<file path="src/rtl/rvvi_ack_receiver.sv">
// -----------------------------------------------------------------------------
// rvvi_ack_receiver
//
// Consumes the 9-word acknowledgement frames that the host returns for each
// RVVI trace frame (Ethernet MAC RX AXI-stream side). It extracts the echoed
// frame count, Minstret and host-load word, keeps the number of
// unacknowledged trace frames, counts lost and bad replies, and raises
// ExternalStall when the host falls too far behind.
//
// Ports:
//   clk, reset_n        core clock, asynchronous active-low reset
//   RxTdata/Tkeep/Tvalid/Tlast/Tready   AXI-stream RX (byte 0 in [7:0])
//   SentFrame           one-cycle pulse per trace frame sent by the tracer
//   ExternalStall       registered, high while Outstanding >= MAX_OUTSTANDING
//   AckValid            one-cycle pulse when a good reply commits
//   AckFrameCount/AckMinstret/HostLoad   fields of the last good reply
//   Outstanding         unacknowledged trace frames (saturating at 8'hFF)
//   LostFrames          skipped sequence numbers (saturating)
//   BadFrames           malformed or stale replies (saturating)
//
// Optional feature macro: RVVI_ACK_MAC_FILTER_EN
//   Defined  : the destination MAC (w0/w1) must equal LOCAL_MAC; frames to
//              any other MAC are dropped silently.
//   Undefined: the MAC is ignored and LOCAL_MAC is unused.
// -----------------------------------------------------------------------------
module rvvi_ack_receiver #(
    parameter int unsigned MAX_OUTSTANDING = 8,
    parameter logic [15:0] ETH_TYPE        = 16'h005C,
    parameter logic [47:0] LOCAL_MAC       = 48'h0000_0000_0000
) (
    input  logic        clk,
    input  logic        reset_n,
    input  logic [31:0] RxTdata,
    input  logic [3:0]  RxTkeep,
    input  logic        RxTvalid,
    input  logic        RxTlast,
    output logic        RxTready,
    input  logic        SentFrame,
    output logic        ExternalStall,
    output logic        AckValid,
    output logic [63:0] AckFrameCount,
    output logic [63:0] AckMinstret,
    output logic [31:0] HostLoad,
    output logic [7:0]  Outstanding,
    output logic [15:0] LostFrames,
    output logic [15:0] BadFrames
);

    // state   | meaning
    // IDLE    | waiting for the first beat (w0) of a reply
    // RECV    | capturing w1..w8, checking keep and ethertype
    // DRAIN   | discarding the tail of an over-long reply
    // COMMIT  | one cycle, RX stalled; sequence check and counter update
    typedef enum logic [1:0] {S_IDLE, S_RECV, S_DRAIN, S_COMMIT} state_e;

    localparam logic [7:0] MaxOut = MAX_OUTSTANDING[7:0];

    state_e      state_q, state_d;
    logic [3:0]  beat_q, beat_d;
    logic        err_q, err_d;
    logic        drop_q, drop_d;
    logic [31:0] cnt_lo_q, cnt_lo_d, cnt_hi_q, cnt_hi_d;
    logic [31:0] mi_lo_q, mi_lo_d, mi_hi_q, mi_hi_d;
    logic [31:0] load_cap_q, load_cap_d;
    logic [63:0] exp_seq_q, exp_seq_d;

    logic        ready_q, ready_d;
    logic        ack_valid_q, ack_valid_d;
    logic [63:0] ack_fc_q, ack_fc_d, ack_mi_q, ack_mi_d;
    logic [31:0] host_load_q, host_load_d;
    logic [7:0]  out_q, out_d;
    logic [15:0] lost_q, lost_d, bad_q, bad_d;
    logic        stall_q, stall_d;

    logic        beat_acc, keep_bad, mac_miss, frame_bad, err_now, drop_now;
    logic [63:0] seq_c, seq_diff;
    logic        seq_ge;
    logic [64:0] dec, lost_sum, out_rem;
    logic [8:0]  out_sum;

    assign beat_acc = RxTvalid & ready_q;
    assign keep_bad = (RxTkeep != 4'hF);

`ifdef RVVI_ACK_MAC_FILTER_EN
    assign mac_miss = ((state_q == S_IDLE) && (RxTdata != LOCAL_MAC[31:0])) ||
                      ((state_q == S_RECV) && (beat_q == 4'd1) &&
                       (RxTdata[15:0] != LOCAL_MAC[47:32]));
`else
    logic unused_local_mac;
    assign mac_miss         = 1'b0;
    assign unused_local_mac = ^LOCAL_MAC;
`endif

    always_ff @(posedge clk or negedge reset_n) begin
        if (!reset_n) begin
            state_q     <= S_IDLE;
            beat_q      <= '0;
            err_q       <= 1'b0;
            drop_q      <= 1'b0;
            cnt_lo_q    <= '0;
            cnt_hi_q    <= '0;
            mi_lo_q     <= '0;
            mi_hi_q     <= '0;
            load_cap_q  <= '0;
            exp_seq_q   <= '0;
            ready_q     <= 1'b0;
            ack_valid_q <= 1'b0;
            ack_fc_q    <= '0;
            ack_mi_q    <= '0;
            host_load_q <= '0;
            out_q       <= '0;
            lost_q      <= '0;
            bad_q       <= '0;
            stall_q     <= 1'b0;
        end else begin
            state_q     <= state_d;
            beat_q      <= beat_d;
            err_q       <= err_d;
            drop_q      <= drop_d;
            cnt_lo_q    <= cnt_lo_d;
            cnt_hi_q    <= cnt_hi_d;
            mi_lo_q     <= mi_lo_d;
            mi_hi_q     <= mi_hi_d;
            load_cap_q  <= load_cap_d;
            exp_seq_q   <= exp_seq_d;
            ready_q     <= ready_d;
            ack_valid_q <= ack_valid_d;
            ack_fc_q    <= ack_fc_d;
            ack_mi_q    <= ack_mi_d;
            host_load_q <= host_load_d;
            out_q       <= out_d;
            lost_q      <= lost_d;
            bad_q       <= bad_d;
            stall_q     <= stall_d;
        end
    end

    always_comb begin
        state_d    = state_q;
        beat_d     = beat_q;
        err_d      = err_q;
        drop_d     = drop_q;
        cnt_lo_d   = cnt_lo_q;
        cnt_hi_d   = cnt_hi_q;
        mi_lo_d    = mi_lo_q;
        mi_hi_d    = mi_hi_q;
        load_cap_d = load_cap_q;
        frame_bad  = 1'b0;
        err_now    = err_q;
        drop_now   = drop_q;
        case (state_q)
            S_IDLE: begin
                if (beat_acc) begin
                    // A single-beat frame is short; MAC misses stay silent.
                    if (RxTlast) begin
                        frame_bad = ~mac_miss;
                    end else begin
                        state_d = S_RECV;
                        beat_d  = 4'd1;
                        err_d   = keep_bad;
                        drop_d  = mac_miss;
                    end
                end
            end
            S_RECV: begin
                if (beat_acc) begin
                    err_now  = err_q | keep_bad |
                               ((beat_q == 4'd3) && (RxTdata[15:0] != ETH_TYPE));
                    drop_now = drop_q | mac_miss;
                    err_d    = err_now;
                    drop_d   = drop_now;
                    beat_d   = beat_q + 4'd1;
                    case (beat_q)
                        4'd4:    cnt_lo_d   = RxTdata;
                        4'd5:    cnt_hi_d   = RxTdata;
                        4'd6:    mi_lo_d    = RxTdata;
                        4'd7:    mi_hi_d    = RxTdata;
                        4'd8:    load_cap_d = RxTdata;
                        default: ;
                    endcase
                    if (beat_q == 4'd8) begin
                        if (!RxTlast) begin
                            state_d = S_DRAIN;
                        end else if (err_now || drop_now) begin
                            state_d   = S_IDLE;
                            frame_bad = ~drop_now;
                        end else begin
                            state_d = S_COMMIT;
                        end
                    end else if (RxTlast) begin
                        state_d   = S_IDLE;
                        frame_bad = ~drop_now;
                    end
                end
            end
            S_DRAIN: begin
                if (beat_acc && RxTlast) begin
                    state_d   = S_IDLE;
                    frame_bad = ~drop_q;
                end
            end
            S_COMMIT: state_d = S_IDLE;
            default:  state_d = S_IDLE;
        endcase
    end

    always_comb begin
        seq_c       = {cnt_hi_q, cnt_lo_q};
        seq_ge      = (seq_c >= exp_seq_q);
        seq_diff    = seq_c - exp_seq_q;
        dec         = '0;
        lost_sum    = {49'b0, lost_q} + {1'b0, seq_diff};
        ack_valid_d = 1'b0;
        ack_fc_d    = ack_fc_q;
        ack_mi_d    = ack_mi_q;
        host_load_d = host_load_q;
        exp_seq_d   = exp_seq_q;
        lost_d      = lost_q;
        bad_d       = bad_q;
        ready_d     = (state_d != S_COMMIT);
        stall_d     = (out_q >= MaxOut);

        if (state_q == S_COMMIT) begin
            if (seq_ge) begin
                ack_valid_d = 1'b1;
                ack_fc_d    = seq_c;
                ack_mi_d    = {mi_hi_q, mi_lo_q};
                host_load_d = load_cap_q;
                exp_seq_d   = seq_c + 64'd1;
                // Skipped sequence numbers also retire their trace frames.
                dec         = {1'b0, seq_diff} + 65'd1;
                lost_d      = (lost_sum > 65'h0FFFF) ? 16'hFFFF : lost_sum[15:0];
            end else if (bad_q != 16'hFFFF) begin
                bad_d = bad_q + 16'd1;
            end
        end else if (frame_bad && (bad_q != 16'hFFFF)) begin
            bad_d = bad_q + 16'd1;
        end

        // Increment and decrement are merged, then floored at 0 and capped.
        out_sum = {1'b0, out_q} + {8'b0, SentFrame};
        out_rem = {56'b0, out_sum} - dec;
        if (dec >= {56'b0, out_sum}) begin
            out_d = 8'h00;
        end else if (out_rem > 65'd255) begin
            out_d = 8'hFF;
        end else begin
            out_d = out_rem[7:0];
        end
    end

    assign RxTready      = ready_q;
    assign ExternalStall = stall_q;
    assign AckValid      = ack_valid_q;
    assign AckFrameCount = ack_fc_q;
    assign AckMinstret   = ack_mi_q;
    assign HostLoad      = host_load_q;
    assign Outstanding   = out_q;
    assign LostFrames    = lost_q;
    assign BadFrames     = bad_q;

endmodule

</file>
<file path="config.mk">
export PLATFORM = sky130hd
export DESIGN_NAME = rvvi_ack_receiver
export DESIGN_NICKNAME = d
export VERILOG_FILES = /design/src/rtl/rvvi_ack_receiver.sv
export SDC_FILE = /design/constraint.sdc
export NUM_CORES = 1
export LEC_CHECK = 0
export BUFFER_PORTS_ARGS = -buffer_cell sky130_fd_sc_hd__buf_2
export CORE_MARGIN = 4
export CORE_UTILIZATION = 45
export DETAILED_ROUTE_END_ITERATION = 7
export MAX_ROUTING_LAYER = met4
export PLACE_DENSITY = 0.67
export SYNTH_ARGS = -nofsm -noshare
export SYNTH_HDL_FRONTEND = slang
export SYNTH_SLANG_ARGS = --single-unit
</file>
<file path="constraint.sdc">
create_clock -name clk -period 20.1 [get_ports clk]
set_clock_uncertainty 0.15 [all_clocks]
set_input_delay 2.01 -clock clk [delete_from_list [all_inputs] [get_ports clk]]
set_output_delay 2.01 -clock clk [all_outputs]
set_load 0.01 [all_outputs]
</file>
Word level (Yosys, flattened, before mapping)
Index checks and enable logic that the tools add are counted.

Word-level logic and storage cells: 102. Register bits: 434. Bits of input ports: 41. Output and inout port bits: 203.

Bitwise gates (word level): 3. Equal/unequal tests: 18. Magnitude comparators: 5. Add/sub/neg operators: 8. Mux-type cells: 36. Reduce and logical (&&, ||, !) cells: 14.

Operators with widths (count): two-way mux 65 bit (2); two-way mux 16 bit (5); adder 16 x 64 -> 65 bit (1); adder 64 x 1 -> 65 bit, second input constant (1); >= comparator 65 x 9 -> 1 bit (1); > comparator 65 x 16 -> 1 bit, second input constant (1); > comparator 65 x 8 -> 1 bit, second input constant (1); subtractor 9 x 65 -> 65 bit (1); adder 64 x 1 -> 64 bit, second input constant (1); >= comparator 64 bit (1); subtractor 64 bit (1); AND reduction 3 bit (6); adder 16 x 1 -> 16 bit, second input constant (1); == test 4 x 3 -> 1 bit, second input constant (4); two-way mux 2 bit (8); two-way mux 8 bit (2); != test 16 bit, second input constant (1); != test 16 x 7 -> 1 bit, second input constant (1); two-way mux 1 bit (12); two-way mux 4 bit (3); != test 2 bit, second input constant (5); adder 8 x 1 -> 9 bit (1); >= comparator 8 x 4 -> 1 bit, second input constant (1); case mux 2 bit (4 select lines) (1); 17 further kinds (22).

Logic depth before layout (Yosys ltp)
Depth after elaboration: 11. Mapped depth: 35. Gate-level depth less buffers: 29.

Worst setup path before layout
OpenSTA, ideal clock, no wires.

Kind: register to register. Start point: register cnt_lo_q[9]. End point: register out_q[0], in the netlist Outstanding[0]. Library setup time: 0.131 ns. Clock period less this slack: 8.879 ns. Stages on the path, launching flop included: 35. Path buffers: 8. Data arrival time: 8.598 ns. Data required time: 19.819 ns. Setup slack: 11.221 ns. Path through: dfrtp_1 ha_1 buf_2 a21oi_1 o21ai_1 a22oi_1 nand3_1 a211oi_1 o32a_1 clkbuf_1 buf_1 clkbuf_1 clkbuf_1 clkbuf_1 clkbuf_1 clkbuf_1 nor2_1 ha_1 fa_1 nor2b_1 o21ai_0 a21oi_1 o21ai_0 a21boi_0 o21ai_0 a21boi_0 nor2_1 or3_1 o41ai_1 nand3_1 a221o_1 or4_1 or4_4 nor3_4 a21oi_1.

Word-level cells in the longest chain between the ends: 8. Elaborated cells between the ends (all ways): 10. Those cells by class: add/sub (3); order compare (3); mux (4).

Ends and longest elaborated chain: start, declared (RTL line 62) `logic [31:0] cnt_lo_q, cnt_lo_d, cnt_hi_q, cnt_hi_d;`; start signal, assigned (RTL line 120) `cnt_lo_q <= cnt_lo_d;`; subtractor 64 bit (RTL line 210) `seq_diff = seq_c - exp_seq_q;`; adder 64 x 1 -> 65 bit (RTL line 231) `dec = {1'b0, seq_diff} + 65'd1;`; two-way mux 65 bit (*) (RTL line 224) `if (seq_ge) begin`; two-way mux 65 bit (*) (RTL line 223) `if (state_q == S_COMMIT) begin`; subtractor 9 x 65 -> 65 bit (RTL line 242) `out_rem = {56'b0, out_sum} - dec;`; > comparator 65 x 8 -> 1 bit (RTL line 245) `end else if (out_rem > 65'd255) begin`; two-way mux 8 bit (RTL line 245); two-way mux 8 bit (*) (RTL line 243) `if (dec >= {56'b0, out_sum}) begin`; via out_d[0] (RTL line 71) `logic [7:0] out_q, out_d;`; end signal, assigned (RTL line 131) `out_q <= out_d;`; end, declared (RTL line 71).

The timed path passes the listed nets; every way through them passes the cells marked *. A chain may end at the register's enable or synchronous reset.

Final worst setup path
Start point: register cnt_lo_q[15]. End point: register out_q[4], in the netlist Outstanding[4].

Same word-level chain as after synthesis.

==> results.cfg <==
[clock_tree]
clk_latency_ns = 0.60
clk_pin_slew_worst_paths_ns = 0.06
cts_tree = done
cts_resized = 0
cts_sinks = 434
cts_hold_buffers = 0
cts_root_buffer = clkbuf_16
post_cts_buffers = 0
numCtsBuffers = 47
htreeDepth = 2
clk_path_buf_depth = 3

[synthesis]
synth_compound_area_share_pct = 16.22
yosysTopAreaCell = dfrtp_1
ys_seq_elements = 434
synthSimpleGateAreaFrac_pct = 24.42
synth_edf_count = 0
syn_avg_cell_area_um2 = 8.503
yosys-top-cells-area = dfrtp_1 38%, nand2_1 9.9%, mux2_2 6.6%
synthFlopType = dfrtp_1
synth_top_family_by_area = simple AND/OR/NAND/NOR gates
synth_cells = 3361
muxShareOfSynthArea_pct = 7.285
synth_cell_types = 104
synthAdderAreaFrac_pct = 4.500
ys_warn_count = 0
netlist_area_mm2 = 0.02858
syn_nets = 3503
seq_area_frac_synth_pct = 38.00
async_flop_share_pct = 100.0
netlist.area_leader.share_pct = 38.00
synth_xor_area_share_pct = 6.090

[grt]
overflow = 0
use_met2_pct = 43.23
grt_pass1_vias = 25370
use_met1_pct = 37.74
gr-usage-all-layers_pct = 28.28
met3_usage_pct = 4.937
busiest_layer = met2
antenna_found_initial = 2
grt_pass1_wl_um = 147200
grt_max_degree = 198

[sta]
tightest_slew_ns = 1.303
hold_viol = 0
fin_setup_tns_ns = 0
drv_slew = 0
slew_headroom_pct = 12.30
setup_viol = 0
fin_crit_sh_pct = 44.37
clock.fmax_mhz = 112.1
worst_slack_ns = 11.18
post-route-min-period_ns = 8.919
rsz0062_at_grt = false

[power_and_ir_drop]
p_total_mw = 6.337
p_leak_nw = 15.31
cellPowerDensity_mw_per_mm2 = 196.0
peakVddDrop_mv = 0.09134

[routing]
wl_per_cell_um = 21.47
drtIter0Drc = 2089
ant_nets = 0
vias = 26240
drc = 0
dr.pass1.iters = 6
viasPerCell = 5.931
totalWireLength_um = 95000

[setup_path]
cp.arrival_ns = 9.23
required_ns = 20.41
criticalPathCategory = register to register
setup.worst_path.end_class = register
crit_slowest_cell = or4_4
critPathMaxStageDelay_ns = 0.56
path_max_fanout = 74
start_kind = register
worst_path_most_repeated_cell = o21ai_0

[final_layout]
area_growth_pct = 13.15
regArea_mm2 = 0.01086
multiInputGateArea_mm2 = 0.01674
fillCellCount = 6042
final_cells = 4425
layout.nets = 3682
final_util_pct = 51.36
layout-drive-gt1-share_pct = 16.18

[floorplanning]
ios = 244
design.die.area_mm2 = 0.06761
start_util_pct = 45.39
core_mm2 = 0.06297
die_w_um = 260.0
die_height_um = 260.0
rows = 92

[placed_design]
place_ws_ns = 11.32
numPortBuffers = 243
gp_congestion = 0.9785
placed_cells = 4337
hpwl_um = 71670

[worst_hold_path]
hold_path.class = register to register

[outcome]
status = complete, no violations

[run]
cap_violations = 0
==> synthesized netlist by cell type (all sizes together), types with 18 or more instances <==
master  instances
or3            28
clkbuf        105
nand3          98
and2           28
a31oi          21
nand4          97
buf            37
nor4           58
xnor2         119
and3           47
nor2          191
or4            21
inv           113
mux2          168
ha             98
o21ai         197
mux2i          19
nand2         751
o211ai         31
xor2           78
a21o           43
o21a           18
nor3           92
a211oi         25
a21oi         157
dfrtp         434
==> logic make-up after synthesis <==
group / after synthesis
simple gates: 1493
buf+inv: 256
flops: 434
mux: 187
fa+ha+maj: 101
compound gates: 693
xor+xnor: 197
==> cell type report <==
class | instances | share of cell area [%]
inverters | 114 | 1.346
well taps | 846 | 3.273
clock inverters | 26 | 1.428
multi-input cells | 2671 | 51.76
repair buffers | 272 | 4.581
flip-flops and latches | 434 | 33.58
diodes | 1 | 0.007738
clock buffers | 61 | 4.016
==> worst max-delay path, delay by kind of cell, from the launching register on <==
kind | cells | cell delay, ns
adder cells (fa/ha/maj) | 2 | 0.93
AO/OA/AOI/OAI | 14 | 3.83
AND/OR/NAND/NOR | 9 | 2.64
buffers and inverters | 3 | 0.69
flip-flops | 1 | 0.44
==> cells in the final DEF (no fill, tap or decap), types with 19 or more instances in the layout <==
| cell type | netlist | routed |
|---|---|---|
| clkbuf_16 | 0 | 47 |
| inv_1 | 111 | 111 |
| or3_1 | 28 | 28 |
| nor4_1 | 55 | 55 |
| xnor2_1 | 117 | 117 |
| mux2_2 | 168 | 168 |
| mux2i_1 | 19 | 19 |
| a21o_1 | 43 | 43 |
| o211ai_1 | 30 | 30 |
| and2_1 | 27 | 27 |
| xor2_1 | 78 | 78 |
| dfrtp_1 | 434 | 434 |
| a211oi_1 | 22 | 22 |
| nor3_1 | 89 | 88 |
| nand3_1 | 98 | 98 |
| or4_1 | 19 | 19 |
| nand4_1 | 96 | 96 |
| and3_1 | 47 | 47 |
| nor2_1 | 191 | 191 |
| a21oi_1 | 155 | 155 |
| ha_1 | 98 | 98 |
| o21ai_0 | 185 | 185 |
| buf_2 | 22 | 242 |
| nand2_1 | 751 | 751 |
| a31oi_1 | 21 | 21 |
| buf_4 | 0 | 26 |
==> layer usage <==
layer | part of all wire, % | routed length (um)
met2 | 45 | 42400
met4 | 4.4 | 4135
met1 | 45 | 42280
met5 | 0 | 0
met3 | 6.5 | 6179
==> stage by stage <==
step | instance area, um^2 | hold WS (ns)
2_1_floorplan | 28580 | 0.2903
6_report | 32340 | 0.3087
3_5_place_dp | 30570 | 0.2996
3_3_place_gp | 30570 | 0.2948
4_1_cts | 32330 | 0.3132
5_1_grt | 32340 | 0.3258
==> report_power, final <==
| group | leakage (nW) | switching, mW | total [mW] | internal [mW] |
|---|---|---|---|---|
| Sequential | 5.89 | 0.195 | 1.25 | 1.06 |
| Clock | 0.854 | 0.380 | 0.972 | 0.591 |
| Combinational | 8.57 | 2.71 | 4.11 | 1.40 |
==> state kept, by name, indices dropped and copies added, names as in the netlist, 4 cells and up <==
register,flops
AckFrameCount,64
AckMinstret,64
BadFrames,16
HostLoad,32
LostFrames,16
Outstanding,8
beat_q,4
cnt_hi_q,32
cnt_lo_q,32
exp_seq_q,64
load_cap_q,32
mi_hi_q,32
mi_lo_q,32
==> path summary, 6_finish.rpt <==
kind,start,endpoint,slack (ns),cells past startpoint
worst max-delay path,cnt_lo_q[15],Outstanding[4],11.18,28
worst min-delay path,AckFrameCount[62],AckFrameCount[62],0.31,2
worst max register to register,cnt_lo_q[15],Outstanding[4],11.18,28
worst min register to register,AckFrameCount[62],AckFrameCount[62],0.31,2
max in group asynchronous,reset_n,exp_seq_q[60],15.98,3
min in group asynchronous,reset_n,Outstanding[2],1.27,1
Note: power is estimated with default switching activity, not from simulation.
